### config.mk
export PLATFORM = sky130hd
export DESIGN_NAME = kbd_responder
export DESIGN_NICKNAME = d
export VERILOG_FILES = /design/src/rtl/kbd_pkg.sv /design/src/rtl/kbd_fifo.sv /design/src/rtl/kbd_responder.sv
export SDC_FILE = /design/constraint.sdc
export NUM_CORES = 1
export LEC_CHECK = 0
export ABC_AREA = 0
export BUFFER_PORTS_ARGS = -buffer_cell sky130_fd_sc_hd__buf_2
export CAP_MARGIN = 30
export CORE_UTILIZATION = 50
export DETAILED_ROUTE_END_ITERATION = 10
export GPL_ROUTABILITY_DRIVEN = 0
export PLACE_DENSITY = 0.76
export SYNTH_ARGS = -nofsm -noshare
export SYNTH_HDL_FRONTEND = slang
export SYNTH_HIERARCHICAL = 1
export SYNTH_SLANG_ARGS = --single-unit
export TNS_END_PERCENT = 5
### constraint.sdc
create_clock -name clk -period 3.51 [get_ports clk]
set_input_delay 0.702 -clock clk [delete_from_list [all_inputs] [get_ports clk]]
set_output_delay 0.702 -clock clk [all_outputs]
set_load 0.005 [all_outputs]
### src/rtl/kbd_pkg.sv
// Shared constants, register map and receiver state encoding for the PS/2 keyboard responder.
package kbd_pkg;

  localparam logic [3:0] KBD_REGION = 4'he;

  // Word offsets within the keyboard region, selected by dmem_addr[0]
  localparam logic OFS_STATUS = 1'b0;
  localparam logic OFS_DATA   = 1'b1;

  // STATUS word layout
  localparam int ST_NONEMPTY  = 31;
  localparam int ST_OVERFLOW  = 30;
  localparam int ST_FRAME_ERR = 29;
  localparam int ST_COUNT_W   = 7;

  // DATA word layout
  localparam int DT_VALID = 31;

  typedef enum logic [1:0] {
    RX_IDLE  = 2'd0,
    RX_SHIFT = 2'd1,
    RX_CHECK = 2'd2
  } rx_state_t;

  // frame[7:0]=data, frame[8]=parity, frame[9]=stop; valid when parity is odd and stop is high
  function automatic logic frame_ok(input logic [9:0] frame);
    return (^frame[8:0]) && frame[9];
  endfunction

endpackage

### src/rtl/kbd_fifo.sv
// Scancode FIFO; a push into a full FIFO is accepted only when a pop frees a slot in the same cycle.
module kbd_fifo
  import kbd_pkg::*;
#(
  parameter int DEPTH = 16,
  parameter int W     = 8,
  localparam int AW   = $clog2(DEPTH),
  localparam int CW   = AW + 1
) (
  input  logic          clk,
  input  logic          rst,
  input  logic          push,
  input  logic          pop,
  input  logic [W-1:0]  din,
  output logic          full,
  output logic          empty,
  output logic [CW-1:0] count,
  output logic [W-1:0]  head
);

  logic [W-1:0]  mem [DEPTH];
  logic [AW-1:0] wr_ptr, rd_ptr;
  logic          do_push, do_pop;

  assign empty   = (count == '0);
  assign full    = (count == CW'(DEPTH));
  assign do_pop  = pop && !empty;
  assign do_push = push && (!full || do_pop);
  assign head    = mem[rd_ptr];

  // Storage array; contents are don't-care while the slot is not occupied
  always_ff @(posedge clk) begin
    if (do_push) mem[wr_ptr] <= din;
  end

  // Pointers wrap naturally because DEPTH is a power of two
  always_ff @(posedge clk or posedge rst) begin
    if (rst) begin
      wr_ptr <= '0;
      rd_ptr <= '0;
      count  <= '0;
    end else begin
      if (do_push) wr_ptr <= wr_ptr + 1'b1;
      if (do_pop)  rd_ptr <= rd_ptr + 1'b1;
      case ({do_push, do_pop})
        2'b10:   count <= count + 1'b1;
        2'b01:   count <= count - 1'b1;
        default: count <= count;
      endcase
    end
  end

endmodule

### src/rtl/kbd_responder.sv
// PS/2 keyboard receiver with scancode FIFO, exposed to the CPU as a STATUS/DATA register pair.
module kbd_responder
  import kbd_pkg::*;
#(
  parameter int FIFO_DEPTH     = 16,
  parameter int TIMEOUT_CYCLES = 50000
) (
  input  logic        clk,
  input  logic        rst,
  input  logic        ps2_clk,
  input  logic        ps2_data,
  input  logic        dmem_read_in,
  input  logic [29:0] dmem_addr,
  output logic        kbd_sel,
  output logic        kbd_stall,
  output logic [31:0] kbd_data_out
);

  localparam int TW = $clog2(TIMEOUT_CYCLES + 1);
  localparam int CW = $clog2(FIFO_DEPTH) + 1;

  // ---------------- PS/2 input synchronization ----------------
  logic [1:0] clk_sync, data_sync;
  logic       clk_last;
  logic       ps2_fall, bit_in;

  // Two-flop synchronizers plus a history flop for falling-edge detection; idle-high reset
  always_ff @(posedge clk or posedge rst) begin
    if (rst) begin
      clk_sync  <= 2'b11;
      data_sync <= 2'b11;
      clk_last  <= 1'b1;
    end else begin
      clk_sync  <= {clk_sync[0], ps2_clk};
      data_sync <= {data_sync[0], ps2_data};
      clk_last  <= clk_sync[1];
    end
  end

  assign ps2_fall = clk_last && !clk_sync[1];
  assign bit_in   = data_sync[1];

  // ---------------- Receiver FSM ----------------
  rx_state_t     state, state_nxt;
  logic [3:0]    bit_cnt;
  logic [TW-1:0] tmo_cnt;
  logic [9:0]    frame;
  logic          rx_push, rx_err;

  // State register
  always_ff @(posedge clk or posedge rst) begin
    if (rst) state <= RX_IDLE;
    else     state <= state_nxt;
  end

  // Next state; CHECK produces either a push or a frame error, timeout abandons a partial frame
  always_comb begin
    state_nxt = state;
    rx_push   = 1'b0;
    rx_err    = 1'b0;
    case (state)
      RX_IDLE: begin
        if (ps2_fall && !bit_in) state_nxt = RX_SHIFT;
      end
      RX_SHIFT: begin
        if (ps2_fall) begin
          if (bit_cnt == 4'd9) state_nxt = RX_CHECK;
        end else if (tmo_cnt == TW'(TIMEOUT_CYCLES - 1)) begin
          state_nxt = RX_IDLE;
          rx_err    = 1'b1;
        end
      end
      RX_CHECK: begin
        state_nxt = RX_IDLE;
        if (frame_ok(frame)) rx_push = 1'b1;
        else                 rx_err  = 1'b1;
      end
      default: state_nxt = RX_IDLE;
    endcase
  end

  // Shift register (LSB first into the top), bit counter and inactivity counter
  always_ff @(posedge clk or posedge rst) begin
    if (rst) begin
      bit_cnt <= '0;
      tmo_cnt <= '0;
      frame   <= '0;
    end else begin
      if (state != RX_SHIFT) begin
        bit_cnt <= '0;
      end else if (ps2_fall) begin
        bit_cnt <= bit_cnt + 1'b1;
        frame   <= {bit_in, frame[9:1]};
      end
      if (state != RX_SHIFT || ps2_fall) tmo_cnt <= '0;
      else                               tmo_cnt <= tmo_cnt + 1'b1;
    end
  end

  // ---------------- CPU access decode ----------------
  logic        sel_rd, new_acc, is_data;
  logic        prev_vld;
  logic [29:0] prev_addr;

  assign kbd_sel   = (dmem_addr[29:26] == KBD_REGION);
  assign sel_rd    = dmem_read_in && kbd_sel;
  assign new_acc   = sel_rd && (!prev_vld || (prev_addr != dmem_addr));
  assign is_data   = (dmem_addr[0] == OFS_DATA);
  assign kbd_stall = new_acc;

  // Remember last cycle's selected read so a held read is only serviced once
  always_ff @(posedge clk or posedge rst) begin
    if (rst) begin
      prev_vld  <= 1'b0;
      prev_addr <= '0;
    end else begin
      prev_vld  <= sel_rd;
      prev_addr <= dmem_addr;
    end
  end

  // ---------------- FIFO ----------------
  logic          fifo_pop, fifo_full, fifo_empty;
  logic [CW-1:0] fifo_count;
  logic [7:0]    fifo_head;

  assign fifo_pop = new_acc && is_data;

  kbd_fifo #(.DEPTH(FIFO_DEPTH), .W(8)) u_fifo (
    .clk   (clk),
    .rst   (rst),
    .push  (rx_push),
    .pop   (fifo_pop),
    .din   (frame[7:0]),
    .full  (fifo_full),
    .empty (fifo_empty),
    .count (fifo_count),
    .head  (fifo_head)
  );

  // ---------------- Sticky flags and read data ----------------
  logic        overflow, frame_err, ovf_evt;
  logic [31:0] status_word, data_word;

  // A full FIFO that is popped this cycle still accepts the push
  assign ovf_evt = rx_push && fifo_full && !(fifo_pop && !fifo_empty);

  // Register images as seen before this cycle's updates
  always_comb begin
    status_word                           = '0;
    status_word[ST_NONEMPTY]              = !fifo_empty;
    status_word[ST_OVERFLOW]              = overflow;
    status_word[ST_FRAME_ERR]             = frame_err;
    status_word[ST_COUNT_W-1:0]           = ST_COUNT_W'(fifo_count);
    data_word                             = '0;
    if (!fifo_empty) begin
      data_word[DT_VALID] = 1'b1;
      data_word[7:0]      = fifo_head;
    end
  end

  // Sticky flags: a STATUS read clears them unless a new event lands in the same cycle
  always_ff @(posedge clk or posedge rst) begin
    if (rst) begin
      overflow  <= 1'b0;
      frame_err <= 1'b0;
    end else if (new_acc && !is_data) begin
      overflow  <= ovf_evt;
      frame_err <= rx_err;
    end else begin
      overflow  <= overflow || ovf_evt;
      frame_err <= frame_err || rx_err;
    end
  end

  // Read data captured only on a new access and held otherwise
  always_ff @(posedge clk or posedge rst) begin
    if (rst)          kbd_data_out <= '0;
    else if (new_acc) kbd_data_out <= is_data ? data_word : status_word;
  end

endmodule
[Word-level counts from Yosys, hierarchy flattened]
Memory sizes are Yosys's and may differ from the RTL's.
Cells that the tools add are included.
Cells by class
  equality and inequality tests: 13
  reductions and logical operators: 30
  add/subtract/negate cells: 6
  bitwise logic cells: 1
  mux-type cells: 22
Operators with widths (count)
  two-way mux 32 bit: 1
  inequality test 30 bit: 1
  adder 16 x 1 -> 16 bit, second input constant: 1
  == test 16 bit, second input constant: 1
  two-way mux 16 bit: 1
  adder 4 x 1 -> 4 bit, second input constant: 3
  logical AND 1 bit: 11
  two-way mux 1 bit: 10
  case mux 5 bit (2 select lines): 1
  XOR reduction 9 bit: 1
  == test 4 bit, second input constant: 2
  two-way mux 2 bit: 4
  two-way mux 4 bit: 2
  two-way mux 8 bit: 1
  zero test 1 bit: 7
  inequality test 3 bit, second input constant: 2
  adder 5 x 1 -> 5 bit, second input constant: 1
  == test 5 bit, second input constant: 1
  zero test 5 bit: 1
  logical OR 1 bit: 5
  subtractor 5 x 1 -> 5 bit, second input constant: 1
  == test 2 x 1 -> 1 bit, second input constant: 2
  == test 2 bit, second input constant: 2
  case mux 2 bit (2 select lines): 1
  8 further kinds: 9
Storage, ports and cells
  memories: 1
  register bits: 115
  RAM bits: 128
  output and inout bits: 34
  input port bits: 35
Memory list
  u_fifo.mem: depth 16, width 8, rd ports 1, clocked after Yosys merged registers in 0, write ports 1, RTL line kbd_fifo.sv:21  | logic [W-1:0] mem [DEPTH];

[Longest topological paths before layout]
Gate-level depths: netlist of the first run.
  word-level depth: 9
  mapped depth: 14
  gate-level depth less buffers: 13

[By module]
Netlist of the first run, hierarchy kept.
By module, submodules not included
  kbd_fifo: cells each 298, instances 1, sequential area each 4169.0 um^2, area an instance 5750.5 um^2
  kbd_responder: cells each 309, instances 1, sequential area each 2033.2 um^2, area an instance 3716.1 um^2

[Worst setup path after synthesis of the first run]
OpenSTA, ideal clock, no wires.
  path kind: register -> register
  start: reg frame[5]
  end: reg u_fifo.count[4]
  path buffers: 1
  period minus slack after synthesis: 3218 ps
  path slack: 292 ps
  data arrival time: 3132 ps
  cell stages (with the launch flop): 13
  data required time: 3423 ps
  setup time: 87 ps
  path through: dfrtp_1 xnor2_1 xnor3_1 xnor2_2 and3_1 clkbuf_1 nand2b_1 nand2b_1 fa_1 nand2b_1 a211o_1 o31a_1 o211ai_1
Between the ends
  cells in the longest elaborated chain, start to end: 7
  elaborated cells between the ends (all ways): 9
Ends and longest elaborated chain
  start, declared: RTL line kbd_responder.sv:47  | logic [9:0] frame;
  start signal, assigned: RTL line kbd_responder.sv:93  | frame <= {bit_in, frame[9:1]};
  XOR reduction 9 bit (*): RTL line kbd_pkg.sv:27  | return (^frame[8:0]) && frame[9];
  logical AND 1 bit (*): RTL line kbd_pkg.sv:27
  two-way mux 1 bit (*): RTL line kbd_responder.sv:75  | if (frame_ok(frame)) rx_push = 1'b1;
  two-way mux 1 bit (*): RTL line kbd_responder.sv:61  | case (state)
  net rx_push: RTL line kbd_responder.sv:48  | logic rx_push, rx_err;
  logical AND 1 bit (*): RTL line kbd_fifo.sv:28  | assign do_push = push && (!full || do_pop);
  == test 2 x 1 -> 1 bit / == test 2 bit (equally long branches): RTL line kbd_fifo.sv:45  | case ({do_push, do_pop})
  case mux 5 bit (2 select lines) / nonzero test 2 bit (equally long branches)
  end signal, assigned: RTL line kbd_fifo.sv:46  | 2'b10: count <= count + 1'b1;
  end signal, assigned: RTL line kbd_fifo.sv:47  | 2'b01: count <= count - 1'b1;
  end signal, assigned: RTL line kbd_fifo.sv:48  | default: count <= count;
  end, declared: RTL line kbd_fifo.sv:17  | output logic [CW-1:0] count,
The timed path passes the listed nets; every way through them passes the cells marked *.
A chain may end at the register's enable or synchronous reset.

[Worst setup path after layout of the first run]
  start: reg frame[1]
  end: reg u_fifo.count[4]
Same word-level chain as after synthesis.

==> PnR_summary.wiki, run 1 <==
{| class="wikitable"
! Metric !! Value
|-
| Total power density per cell area || between 600 and 700 nW/um2
|-
| Post-Route Setup TNS || 0 ns
|-
| IO Count || 69
|-
| Buffers inserted by post-CTS timing repair || 0
|-
| Number of sinks driven by the clock tree || between 200 and 250
|-
| CTS Hold Buffers Added || 0
|-
| Worst min-delay path class || in -> async
|-
| Initial standard-cell utilization of the core || 0.5181
|-
| Unrepaired setup endpoints after global routing || false
|-
| Wire length of the first global-routing pass || approximately 28000 um
|-
| Run status || completed
|-
| Final min period || ~3.0 ns
|-
| Iter 0 DRT Violations || 340
|-
| Detailed Routing Iterations Pass 1 || 4
|-
| Worst-path clk slew || 0.06 ns
|-
| Portion of synthesized cell area occupied by the leading cell type || 0.4060
|-
| Antenna viol nets, final || 0
|-
| Worst slack at placement || 0.1311 ns
|-
| Library cell used as clock root buffer || sky130_fd_sc_hd__clkbuf_16
|-
| Vias after detailed routing || between 5000 and 6000
|-
| CTS tree || built
|-
| Cts repair resizes || 0
|-
| Count of state elements after synthesis || approximately 220
|-
| Antenna violations before repair || 0
|-
| Relative area change from synthesis to final layout || 12.87%
|-
| Overall Power || 7.290 mW
|-
| Power share of the clock group || 0.320
|-
| Final hold vios || 0
|-
| Post-synth ARST share || 0.4234
|-
| Number of H-tree branching levels || 1
|-
| Post-synthesis cell type with the largest combined area || sky130_fd_sc_hd__edfxtp_1
|-
| Reg power frac || 0.458
|-
| FILL cells || 1363
|-
| Number of global-route vias before repair || about 5400
|-
| Synth warn || 6
|-
| Number of clock buffers inserted by TritonCTS || 22
|-
| Max-Slew Margin vs Limit || 0.5484
|-
| Number of slew-limit violations in the final report || 0
|-
| Switching component of the power || roughly 2.0 mW
|-
| Share of the clock period used by the worst path || 0.8610
|-
| Post-synthesis area per instance || 15.60 um2
|-
| Worst path setup slack after routing || about 0.5 ns
|-
| Combinational fraction of design power || 0.222
|-
| Buffer depth of the longest clock path || 3
|-
| Half-perimeter wire length after placement || between 10000 and 15000 um
|-
| Net count reported at finish || around 720
|-
| Hold Worst Slack || approximately 0.24 ns
|-
| Cell count after synthesis || slightly above 600
|-
| Buffers on Ports || 47
|-
| Worst-margin pin slew || 0.6760 ns
|-
| Leak || between 4 and 5 nW
|-
| Post-synthesis cell type count || 60
|-
| Vias/cell || between 5 and 6
|-
| Total length of routed wires || roughly 18000 um
|-
| Part of the Yosys area used for sequential elements || 0.6552
|-
| Count of inserted antenna diode cells || 0
|-
| Synth area leaders || sky130_fd_sc_hd__edfxtp_1, sky130_fd_sc_hd__dfrtp_1, sky130_fd_sc_hd__mux4_2
|-
| Pin count of the biggest net entering global routing || 51
|-
| Highest clock frequency the design can meet || 330.9 MHz
|-
| Vert. Die Dim || between 100 and 150 um
|-
| Post-synth EDFFs || between 100 and 150
|-
| Largest fanout of any net on the critical path || 19
|-
| Remaining DRCs || 0
|-
| Fraction of final layout cells sized beyond drive strength 1 || 0.2377
|-
| Worst IR Drop VDD || just over 500 uV
|-
| Final number of setup-violating endpoints || 0
|-
| Worst setup EP type || flip-flop
|-
| Area of the die || just under 20000 um2
|-
| Die Span X || approximately 140 um
|-
| Later-pin clock latency in the skew report || about 0.5 ns
|-
| Total congestion overflow after global routing || 0
|-
| Net Sw Frac || 0.2728
|-
| Required time at the worst-slack endpoint || roughly 3.9 ns
|-
| Most common flop cell mapped by yosys || sky130_fd_sc_hd__edfxtp_1
|-
| Final clock skew || 0.02931 ns
|-
| Number of rows created at floorplan || 49
|-
| Kind of start point of the critical path || flip-flop
|-
| Core Area || ~18000 um2
|-
| Internal power || about 5.3 mW
|-
| Category of the most critical setup path || reg -> reg
|-
| Combined global-route utilization of all metal layers || 0.1884
|-
| Number of violations of the max-capacitance limit || 0
|-
| Area of the mapped netlist || 9467 um2
|-
| CP arrival || about 3.5 ns
|-
| Avg WL per Cell || ~20 um
|}
==> layout make-up <==
| class | instances | area (um2) | share of cell area |
|---|---|---|---|
| Tap cell | 229 | 286.5 | 0.02682 |
| Clock buffer | 34 | 635.6 | 0.05949 |
| Clock inverter | 6 | 90.09 | 0.008431 |
| Timing Repair Buffer | 63 | 380.4 | 0.03560 |
| Sequential cell | 222 | 6203 | 0.5806 |
| Multi-Input combinational cell | 340 | 2994 | 0.2802 |
| Inverter | 25 | 95.09 | 0.008899 |
==> cell usage after synthesis (3+ instances only) <==
library cell / n
sky130_fd_sc_hd__mux2i_1: 6
sky130_fd_sc_hd__mux2_2: 14
sky130_fd_sc_hd__a21oi_1: 5
sky130_fd_sc_hd__dfstp_2: 5
sky130_fd_sc_hd__clkbuf_1: 9
sky130_fd_sc_hd__xor2_1: 10
sky130_fd_sc_hd__o211ai_1: 3
sky130_fd_sc_hd__a22oi_1: 16
sky130_fd_sc_hd__buf_2: 6
sky130_fd_sc_hd__edfxtp_1: 128
sky130_fd_sc_hd__o21ai_0: 7
sky130_fd_sc_hd__inv_1: 23
sky130_fd_sc_hd__and2_1: 18
sky130_fd_sc_hd__dfrtp_1: 89
sky130_fd_sc_hd__xnor2_1: 49
sky130_fd_sc_hd__nand2_1: 27
sky130_fd_sc_hd__ha_1: 14
sky130_fd_sc_hd__mux2_4: 4
sky130_fd_sc_hd__nand2b_1: 8
sky130_fd_sc_hd__mux4_2: 32
sky130_fd_sc_hd__buf_4: 23
sky130_fd_sc_hd__nor4_4: 3
sky130_fd_sc_hd__nor2b_1: 7
sky130_fd_sc_hd__nor2_1: 24
sky130_fd_sc_hd__nand3_1: 15
sky130_fd_sc_hd__nand4_1: 12
sky130_fd_sc_hd__and3_1: 8
==> logic make-up (layout without fill, tap and decap cells) <==
family / count (synthesis) / after routing / synth area share
flip-flops: 222 / 222 / 0.6552
multiplexers: 58 / 58 / 0.1079
other: 1 / 21 / 0.0003961
buffers and inverters: 65 / 128 / 0.03648
adder cells (fa/ha/maj): 15 / 15 / 0.02062
AO/OA/AOI/OAI: 49 / 49 / 0.03674
AND/OR/NAND/NOR: 135 / 135 / 0.08234
XOR/XNOR: 62 / 62 / 0.06040
==> path summary, 6_finish.rpt <==
| path | from | slack [ns] | cells after the start | endpoint |
|---|---|---|---|---|
| hold / removal | rst | 0.24 | 2 | u_fifo/count[4] |
| max in group asynchronous | rst | 2.52 | 3 | clk_sync[1] |
| hold reg to reg | data_sync[0] | 0.36 | 0 | data_sync[1] |
| min in group clk | ps2_clk | 0.30 | 1 | clk_sync[0] |
| setup / recovery | frame[1] | 0.49 | 10 | u_fifo/count[4] |
| setup reg to reg | frame[1] | 0.49 | 10 | u_fifo/count[4] |
==> layer usage <==
| metal | up-vias | part of all wire | global-route usage |
|---|---|---|---|
| met5 | - | 0 | 0 |
| li1 | 2324 | - | - |
| met1 | 2585 | 0.40 | 0.2366 |
| met3 | 30 | 0.047 | 0.02719 |
| met2 | 135 | 0.53 | 0.3396 |
| met4 | 0 | 0.021 | 0.05437 |
==> state kept, by name (all words and copies together) (netlist names), 4 cells and up <==
| signal | cells |
|---|---|
| bit_cnt | 4 |
| frame | 10 |
| kbd_data_out | 11 |
| prev_addr | 30 |
| tmo_cnt | 16 |
| u_fifo/count | 5 |
| u_fifo/mem | 128 |
| u_fifo/rd_ptr | 4 |
| u_fifo/wr_ptr | 4 |
==> stage by stage <==
stage,instance area [um2],cells,util
5_1_grt,10690,919,0.5849
4_1_cts,10690,919,0.5849
3_3_place_gp,9960,879,0.5451
6_report,10690,919,0.5849
3_5_place_dp,9960,879,0.5451
2_1_floorplan,9542,627,-
==> worst max-delay path, stage by stage, from the launching register on <==
cell and delay (ns):
sky130_fd_sc_hd__dfrtp_1 0.75, sky130_fd_sc_hd__xnor2_1 0.25, sky130_fd_sc_hd__xnor2_2 0.20, sky130_fd_sc_hd__and3_1 0.28
sky130_fd_sc_hd__nand2b_1 0.19, sky130_fd_sc_hd__nand2b_1 0.18, sky130_fd_sc_hd__fa_1 0.42, sky130_fd_sc_hd__nand2b_1 0.18
sky130_fd_sc_hd__a211o_1 0.27, sky130_fd_sc_hd__o31a_1 0.10, sky130_fd_sc_hd__o211ai_1 0.15
==> layout by cell type (no fill, tap or decap), types with 8 or more instances in the layout <==
master and count:
sky130_fd_sc_hd__edfxtp_1 128, sky130_fd_sc_hd__inv_1 22, sky130_fd_sc_hd__and2_1 18, sky130_fd_sc_hd__xnor2_1 49, sky130_fd_sc_hd__a22oi_1 16, sky130_fd_sc_hd__clkbuf_16 22, sky130_fd_sc_hd__nand3_1 15, sky130_fd_sc_hd__nand4_1 12
sky130_fd_sc_hd__nand2b_1 8, sky130_fd_sc_hd__xor2_1 10, sky130_fd_sc_hd__nor2_1 24, sky130_fd_sc_hd__nand2_1 27, sky130_fd_sc_hd__buf_4 14, sky130_fd_sc_hd__clkbuf_1 8, sky130_fd_sc_hd__conb_1 21, sky130_fd_sc_hd__mux2_2 14
sky130_fd_sc_hd__mux4_2 32, sky130_fd_sc_hd__buf_2 47, sky130_fd_sc_hd__ha_1 14, sky130_fd_sc_hd__and3_1 8, sky130_fd_sc_hd__dfrtp_1 88
==> power by group through the flow <==
stage                     sequential [mW]  combinational [mW]  clock [mW]
after global placement               3.38                1.56           0
after detailed placement             3.40                1.63           0
after CTS                            3.35                1.65        2.39
after global routing                 3.37                1.75        2.49
final                                3.34                1.62        2.33
after floorplan                      3.40                1.11           0
Note: power is estimated with default switching activity, not from simulation.
==> inputs of run 2 (changes only) <==
Settings changed: REMOVE_ABC_BUFFERS from default to 1.
==> PnR_summary.wiki, run 2 (same netlist as run 1, synthesis figures left out) <==
{| class="wikitable"
! Metric !! Value
|-
| Worst min-delay path class || in -> async (unchanged)
|-
| Initial standard-cell utilization of the core || 0.5181 (unchanged)
|-
| Cts repair resizes || 0 (unchanged)
|-
| Number of global-route vias before repair || 5286 (was 5350)
|-
| Worst setup EP type || flip-flop (unchanged)
|-
| Later-pin clock latency in the skew report || 0.50 ns (was 0.51 ns)
|-
| Buffer depth of the longest clock path || 3 (unchanged)
|-
| Buffers on Ports || 47 (unchanged)
|-
| Register containing the most flip-flops in the final layout || u_fifo/mem (unchanged)
|-
| Remaining DRCs || 0 (unchanged)
|-
| Max reg flops || 128 (unchanged)
|-
| Share of the clock period used by the worst path || 0.8869 (was 0.8610)
|-
| Total congestion overflow after global routing || 0 (unchanged)
|-
| Antenna violations before repair || 0 (unchanged)
|-
| Max-Slew Margin vs Limit || 0.3752 (was 0.5484)
|-
| Net count reported at finish || 728 (was 724)
|-
| Unrepaired setup endpoints after global routing || false (unchanged)
|-
| Fraction of final layout cells sized beyond drive strength 1 || 0.2471 (was 0.2377)
|-
| Half-perimeter wire length after placement || 12380 um (was 12030 um)
|-
| Total power density per cell area || 686.4 nW/um2 (was 682.2 nW/um2)
|-
| Pin count of the biggest net entering global routing || 34 (was 51)
|-
| Total length of routed wires || 18350 um (was 17870 um)
|-
| Detailed Routing Iterations Pass 1 || 7 (was 4)
|-
| Most common cell after layout, fill and taps aside || sky130_fd_sc_hd__edfxtp_1 (unchanged)
|-
| Combined global-route utilization of all metal layers || 0.1939 (was 0.1884)
|-
| Number of clock buffers inserted by TritonCTS || 24 (was 22)
|-
| Core Area || 18270 um2 (unchanged)
|-
| Area of the die || 19490 um2 (unchanged)
|-
| Post-Route Setup TNS || 0 ns (unchanged)
|-
| Worst R2R End || u_fifo/count[4] (unchanged)
|-
| Highest clock frequency the design can meet || 321.2 MHz (was 330.9 MHz)
|-
| Register-to-Register Setup Slack || 0.40 ns (was 0.49 ns)
|-
| Kind of start point of the critical path || flip-flop (unchanged)
|-
| Path depth of the worst reg2reg path || 11 (was 10)
|-
| Final hold vios || 0 (unchanged)
|-
| Number of H-tree branching levels || 1 (unchanged)
|-
| Largest registers || u_fifo/mem x128, prev_addr x30, tmo_cnt x16 (unchanged)
|-
| Wire length of the first global-routing pass || 29160 um (was 28420 um)
|-
| Final min period || 3.113 ns (was 3.022 ns)
|-
| CTS Hold Buffers Added || 0 (unchanged)
|-
| IO Count || 69 (unchanged)
|-
| Number of violations of the max-capacitance limit || 0 (unchanged)
|-
| Iter 0 DRT Violations || 460 (was 340)
|-
| Worst-path clk slew || 0.06 ns (about the same)
|-
| Worst-margin pin slew || 0.9353 ns (was 0.6760 ns)
|-
| Final number of setup-violating endpoints || 0 (unchanged)
|-
| Worst path setup slack after routing || 0.3971 ns (was 0.4878 ns)
|-
| Buffers inserted by post-CTS timing repair || 0 (unchanged)
|-
| Largest fanout of any net on the critical path || 6 (was 19)
|-
| Avg WL per Cell || 19.84 um (was 19.44 um)
|-
| Worst slack at placement || 0.03255 ns (was 0.1311 ns)
|-
| Highest-count cells in the layout ignoring fill and taps || sky130_fd_sc_hd__edfxtp_1, sky130_fd_sc_hd__dfrtp_1, sky130_fd_sc_hd__xnor2_1 (unchanged)
|-
| Run status || completed (unchanged)
|-
| Vias after detailed routing || 5213 (was 5074)
|-
| Vias/cell || 5.636 (was 5.521)
|-
| Number of slew-limit violations in the final report || 0 (unchanged)
|-
| Number of sinks driven by the clock tree || 222 (unchanged)
|-
| Vert. Die Dim || 139.6 um (unchanged)
|-
| Final clock skew || 0.01784 ns (was 0.02931 ns)
|-
| Number of rows created at floorplan || 49 (unchanged)
|-
| Library cell used as clock root buffer || sky130_fd_sc_hd__clkbuf_16 (unchanged)
|-
| Category of the most critical setup path || reg -> reg (unchanged)
|-
| Count of inserted antenna diode cells || 0 (unchanged)
|-
| CP arrival || 3.53 ns (was 3.45 ns)
|-
| CP Launch Point || frame[2] (was frame[1])
|-
| Relative area change from synthesis to final layout || 13.55% (was 12.87%)
|-
| Antenna viol nets, final || 0 (unchanged)
|-
| CTS tree || built (unchanged)
|-
| Leak || 4.224 nW (was 4.179 nW)
|-
| Worst IR Drop VDD || 460.6 uV (was 502.8 uV)
|-
| Die Span X || 139.6 um (unchanged)
|-
| Startpoint of the worst register-to-register path || frame[2] (was frame[1])
|-
| Required time at the worst-slack endpoint || 3.93 ns (was 3.94 ns)
|}
-- run 2: how the worst max path moves through the flow --
| stage | end | slack [ns] | cells past startpoint |
|---|---|---|---|
| after floorplan | u_fifo/count[4] | 0.15 | 11 |
| after global placement | u_fifo/count[3] | 0.24 | 14 |
| after detailed placement | u_fifo/count[4] | 0.03 | 14 |
| after CTS | u_fifo/mem[1][5] | 0.39 | 7 |
| after global routing | u_fifo/mem[7][5] | 0.27 | 9 |
| final | u_fifo/count[4] | 0.40 | 11 |
-- run 2: metrics by stage --
step	std cells	power (mW)	hold slack, ns	cell area, um2	utilization
6_report	925	7.378	0.2635	10750	0.5883
5_1_grt	925	7.702	0.2800	10750	0.5883
4_1_cts	925	7.441	0.2657	10750	0.5883
3_5_place_dp	881	5.035	0.3482	9975	0.5460
3_3_place_gp	880	4.945	0.3473	9955	0.5449
2_1_floorplan	587	4.455	0.3452	9290	-
-- run 2: area by class of cell --
class	count	area, um2
sequential	222	6203
fill	1338	7521
clock inverter	12	92.59
timing repair buffer	65	395.4
multi-input combinational	340	2994
clock buffer	32	681.9
inverter	25	95.09
tap	229	286.5
-- run 2: power breakdown --
group | total (mW) | switching (mW) | internal (mW)
Sequential | 3.34 | 0.207 | 3.13
Clock | 2.41 | 0.970 | 1.44
Combinational | 1.63 | 0.849 | 0.784
-- run 2: per-layer routing --
metal  track usage  vias to the layer above  routed length [um]
met4       0.04280                        0                 287
li1              -                     2337                   -
met3       0.02856                       23                 951
met5             0                        -                   0
met1        0.2667                     2693                7600
met2        0.3298                      160                9511
-- run 2: worst max-delay path, cell delays in order, from the launching register on --
cell,delay (ns)
sky130_fd_sc_hd__dfrtp_1,0.39
sky130_fd_sc_hd__xnor2_1,0.16
sky130_fd_sc_hd__xnor3_1,0.46
sky130_fd_sc_hd__xnor2_2,0.18
sky130_fd_sc_hd__and3_1,0.22
sky130_fd_sc_hd__nand2b_1,0.24
sky130_fd_sc_hd__nand2b_1,0.23
sky130_fd_sc_hd__fa_1,0.42
sky130_fd_sc_hd__nand2b_1,0.18
sky130_fd_sc_hd__a211o_1,0.28
sky130_fd_sc_hd__o31a_1,0.11
sky130_fd_sc_hd__o211ai_1,0.16
